## config.mk

```make
export PLATFORM = sky130hd
export DESIGN_NAME = issue_queue
export DESIGN_NICKNAME = d
export VERILOG_FILES = /design/src/rtl/issue_queue.sv
export SDC_FILE = /design/constraint.sdc
export NUM_CORES = 1
export LEC_CHECK = 0
export ABC_AREA = 0
export CAP_MARGIN = 0
export CORE_ASPECT_RATIO = 1.1
export CORE_MARGIN = 2
export CORE_UTILIZATION = 57
export DETAILED_ROUTE_END_ITERATION = 8
export PLACE_DENSITY = 0.86
export SYNTH_ARGS = -nofsm -noshare
export SYNTH_HDL_FRONTEND = slang
export SYNTH_SLANG_ARGS = --single-unit
```

## constraint.sdc

```tcl
create_clock -name clk -period 25.8 [get_ports clk]
set_input_delay 2.58 -clock clk [delete_from_list [all_inputs] [get_ports clk]]
set_output_delay 2.58 -clock clk [all_outputs]
set_load 0.1 [all_outputs]
```

## src/rtl/issue_queue.sv

```systemverilog
// Dual-slot in-order issue queue: circular FIFO of decoded instructions feeding two execute units.
// eu0 always takes the head; eu1 may co-issue head+1 when it is ALU-capable and has no RAW on the head.
module issue_queue #(
    parameter int DEPTH = 4,
    parameter int PW    = 128
) (
    input  logic                    clk,
    input  logic                    rstn,
    input  logic                    flush,
    input  logic [1:0]              in_valid,
    input  logic [PW-1:0]           in_pld0,
    input  logic [PW-1:0]           in_pld1,
    input  logic [4:0]              in_rd0,
    input  logic [4:0]              in_rj0,
    input  logic [4:0]              in_rk0,
    input  logic [4:0]              in_rd1,
    input  logic [4:0]              in_rj1,
    input  logic [4:0]              in_rk1,
    input  logic                    in_alu0,
    input  logic                    in_alu1,
    output logic [1:0]              in_ready,
    output logic                    eu0_valid,
    input  logic                    eu0_ready,
    output logic [PW-1:0]           eu0_pld,
    output logic [4:0]              eu0_rd,
    output logic [4:0]              eu0_rj,
    output logic [4:0]              eu0_rk,
    output logic                    eu1_valid,
    input  logic                    eu1_ready,
    output logic [PW-1:0]           eu1_pld,
    output logic [4:0]              eu1_rd,
    output logic [4:0]              eu1_rj,
    output logic [4:0]              eu1_rk,
    output logic [$clog2(DEPTH):0]  count
);

    localparam int AW = $clog2(DEPTH);
    localparam int CW = AW + 1;

    typedef struct packed {
        logic [PW-1:0] pld;
        logic [4:0]    rd;
        logic [4:0]    rj;
        logic [4:0]    rk;
        logic          alu;
    } entry_t;

    entry_t        mem [DEPTH];
    logic [AW-1:0] head;
    logic [AW-1:0] tail;
    logic [AW-1:0] head_p1;
    logic [AW-1:0] tail_p1;
    logic [CW-1:0] free;
    entry_t        slot0;
    entry_t        slot1;
    entry_t        wr_a;
    logic          acc0;
    logic          acc1;
    logic          we_a;
    logic          we_b;
    logic          raw;
    logic          fire0;
    logic          fire1;
    logic [1:0]    n_acc;
    logic [1:0]    n_fire;

    assign head_p1 = head + AW'(1);
    assign tail_p1 = tail + AW'(1);

    assign slot0 = '{pld: in_pld0, rd: in_rd0, rj: in_rj0, rk: in_rk0, alu: in_alu0};
    assign slot1 = '{pld: in_pld1, rd: in_rd1, rj: in_rj1, rk: in_rk1, alu: in_alu1};

    // Enqueue capacity comes only from the registered count, so a full queue never
    // accepts on the strength of a same-cycle issue.
    assign free        = CW'(DEPTH) - count;
    assign in_ready[0] = (free != '0);
    assign in_ready[1] = (free >= CW'(2));

    // Slot1 lands in the first free position when slot0 is idle, otherwise the second.
    assign acc0  = in_valid[0] & in_ready[0] & ~flush;
    assign acc1  = in_valid[1] & ~flush & (in_valid[0] ? (acc0 & in_ready[1]) : in_ready[0]);
    assign we_a  = acc0 | acc1;
    assign we_b  = acc0 & acc1;
    assign wr_a  = in_valid[0] ? slot0 : slot1;
    assign n_acc = {1'b0, acc0} + {1'b0, acc1};

    assign raw = (mem[head].rd != 5'd0) &
                 ((mem[head].rd == mem[head_p1].rj) | (mem[head].rd == mem[head_p1].rk));

    assign eu0_valid = (count != '0) & ~flush;
    assign eu1_valid = (count >= CW'(2)) & eu0_valid & eu0_ready & mem[head_p1].alu & ~raw;
    assign fire0     = eu0_valid & eu0_ready;
    assign fire1     = eu1_valid & eu1_ready;
    assign n_fire    = {1'b0, fire0} + {1'b0, fire1};

    assign eu0_pld = mem[head].pld;
    assign eu0_rd  = mem[head].rd;
    assign eu0_rj  = mem[head].rj;
    assign eu0_rk  = mem[head].rk;
    assign eu1_pld = mem[head_p1].pld;
    assign eu1_rd  = mem[head_p1].rd;
    assign eu1_rj  = mem[head_p1].rj;
    assign eu1_rk  = mem[head_p1].rk;

    // NOTE: sequential state uses non-blocking assignments so every register samples pre-edge values.
    always_ff @(posedge clk or negedge rstn) begin
        if (!rstn) begin
            head  <= '0;
            tail  <= '0;
            count <= '0;
        end else if (flush) begin
            head  <= '0;
            tail  <= '0;
            count <= '0;
        end else begin
            head  <= head + AW'(n_fire);
            tail  <= tail + AW'(n_acc);
            count <= count + CW'(n_acc) - CW'(n_fire);
        end
    end

    // NOTE: payload storage has no reset; count gates validity, so stale contents are never issued.
    always_ff @(posedge clk) begin
        if (we_a) mem[tail]    <= wr_a;
        if (we_b) mem[tail_p1] <= slot1;
    end

endmodule

```

==> results.cfg <==
[power_and_ir_drop]
power_density_nw_per_um2 = 112
p_clk_share_pct = 18.6
leakagePower_nw = 12.7
internal_power_mw = 2.35
sw_frac_of_total_pct = 47.7
p_comb_share_pct = 52.4
power_mw = 4.49
p_sw_mw = 2.14
p_seq_share_pct = 29.0
ir_drop_v = 0.0000852

[drt]
drtIter0Drc = 1615
wirelength_um = 86300
avgRoutedWirePerCell_um = 28.7
detail_route.first_pass.iterations = 5
vias = 19200
drc = 0
final_antenna_net_count = 0
viasPerCell = 6.40

[worst_setup_path]
r2r_slack_ns = 20.16
rr_startpoint = head[1]
rr_worst_depth = 15
end_kind = output pin
worstSetupPathType = reg2out
cp-start-kind = register
crit_fanout = 74
crit_arrival_ns = 5.46
reg2reg_to = count[2]
critPathRequiredTime_ns = 23.22

[synthesis]
syn_avg_cell_area_um2 = 19.1
ys_types = 31
ys_seq_elements = 583
synth-edff-count = 576
async_flop_share_pct = 1.20
syn_inst = 1651
syn_nets = 1959
synth_area_um2 = 31500
synth-main-ff-cell = edfxtp_1
yosysSeqAreaShare_pct = 55.4
yosysWarnings = 0

[global_routing]
grt_pass1_wl_um = 128000
grt_pass1_vias = 20400
antenna_found_initial = 31
grt_max_degree = 130
overflow = 0
grt.total_usage_pct = 29.8

[placed_design]
gp_congestion = 0.823
pre_cts_ws_ns = 18.04
dp_hpwl_um = 56300
port-buffer-count = 587

[clock_tree]
cts_resized = 0
cts-root-buf = clkbuf_16
cts_setup_buffers = 0
htree_levels = 2
clock_latency_ns = 0.62
cts_hold_buf = 0
cts_buffers = 59
clock-sinks = 583
cts_tree = yes
ctsLongestPathBuffers = 3
clk_pin_slew_ns = 0.06

[layout]
drive_gt1_share_pct = 42.6
syn2layout_area_growth_pct = 26.9
nets = 2508

[sta]
period_needed_ns = 8.04
finalHoldViolCount = 0
fin_tns_setup_ns = 0
finalCritPeriodShare_pct = 31.2
fmax_mhz = 124
setup_ws_ns = 17.76
tightest_slew_ns = 1.17
setup_viol = 0
drv_slew = 0
skew_ns = 0.0202
slew_headroom_pct = 21.7
grt_setup_unrepaired = false

[worst_hold_path]
hold_start = count[0]
hp-class = reg2reg
worstHoldEndpoint = count[0]
whs_path_depth = 2

[floorplanning]
die_h_um = 251
initial_core_util_pct = 57.6
die_area_um2 = 57200
die_w_um = 228
coreArea_um2 = 54700
rows = 90
io_pins = 588

[outcome]
status = completed

[job]
drv_cap = 0
state kept, by name (all words and copies together) (netlist names):
name and cells:
count 3, tail 2, head 2, mem 576
logic make-up (layout without fill, tap and decap cells):
family / count (synthesis) / in the layout / share of synthesized area [%]
muxes: 863 / 863 / 41.1
adders and majority gates: 13 / 13 / 0.563
DFF: 583 / 583 / 55.4
other: 0 / 22 / 0
AOI/OAI and AO/OA: 11 / 11 / 0.222
and+or+nand+nor: 26 / 26 / 0.444
buffers and inverters: 139 / 737 / 1.87
xor gates and xnor gates: 16 / 16 / 0.444
cells in the mapped netlist (3+ instances only):
cell,n,area (um2)
buf_1,21,78.8
buf_2,49,245
clkbuf_1,57,214
dfrtp_1,7,175
edfxtp_1,576,17300
ha_1,11,138
inv_1,11,41.3
mux2_1,33,372
mux2_2,543,6110
mux4_2,287,6460
nand2_1,3,11.3
nand3_1,5,25.0
nor2_1,8,30.0
nor2b_1,3,18.8
xnor2_1,14,123
per-stage QoR:
step / std cells / instance area [um2] / hold slack [ns] / utilization [%]
floorplan: 1651 / 31500 / 0.608 / -
global placement: 2875 / 38100 / 0.667 / 69.7
detailed placement: 2875 / 38100 / 0.707 / 69.7
CTS: 2985 / 40000 / 0.721 / 73.1
global route: 3004 / 40000 / 0.758 / 73.1
finish: 3007 / 40000 / 0.727 / 73.2
cell usage in the layout, fill, tap and decap left out, drive strengths merged, types with 2 or more instances in the layout:
| cell type | count |
|---|---|
| xor2 | 2 |
| clkinv | 23 |
| xnor2 | 14 |
| clkinvlp | 2 |
| diode | 22 |
| nand3 | 5 |
| nor2b | 3 |
| bufinv | 3 |
| mux4 | 287 |
| nor2 | 8 |
| mux2 | 576 |
| edfxtp | 576 |
| nand2b | 2 |
| clkbuf | 82 |
| clkdlybuf4s50 | 587 |
| nand2 | 3 |
| and2 | 2 |
| dfrtp | 7 |
| inv | 11 |
| a21oi | 2 |
| o21ai | 3 |
| buf | 29 |
| o211ai | 2 |
| ha | 11 |
| fa | 2 |
worst max path at each step:
stage / to / slack [ns] / startpoint / cells after the start
2_1_floorplan: mem[0][0] / 11.18 / flush / 6
3_3_place_gp: eu1_valid / 18.11 / flush / 6
3_5_place_dp: eu1_valid / 18.04 / flush / 6
4_1_cts: eu1_valid / 17.80 / head[1] / 8
5_1_grt: eu1_valid / 17.53 / head[1] / 8
6_report: eu1_valid / 17.76 / head[1] / 8
power by group through the flow:
stage               Clock (mW)  Sequential [mW]  Combinational [mW]
global route             0.880             1.32                2.41
CTS                      0.843             1.30                2.36
finish                   0.834             1.30                2.35
global placement             0             1.30                2.34
floorplan                    0             1.35                1.79
detailed placement           0             1.32                2.35
critical path, cell delays in order, from the launching register on:
cell and delay (ns):
dfrtp_4 0.90, buf_4 0.70, buf_4 0.88, mux4_2 0.47, xnor2_1 0.16, o211ai_1 0.12
o22ai_1 0.42, nor2_1 0.10, clkdlybuf4s50_1 0.99
metal layers:
metal  vias up  global-route usage (%)  share of wire (%)  wire length, um
met3       218                    8.21                8.6             7440
li1       8118                       -                  -                -
met4        22                    13.4                4.5             3880
met2       852                    49.4                 51            43700
met5         -                       0               0.16              140
met1     10000                    36.7                 36            31100
area by class of cell:
cell class	count	area, um2
Tap cell	736	921
Clock inverter	28	211
Sequential cell	583	17500
Timing Repair Buffer	616	6120
Multi-Input combinational cell	929	13600
Antenna cell	22	55.1
Clock buffer	82	1650
Fill cell	3360	14700
Inverter	11	41.3
Note: power is estimated with default switching activity, not from simulation.
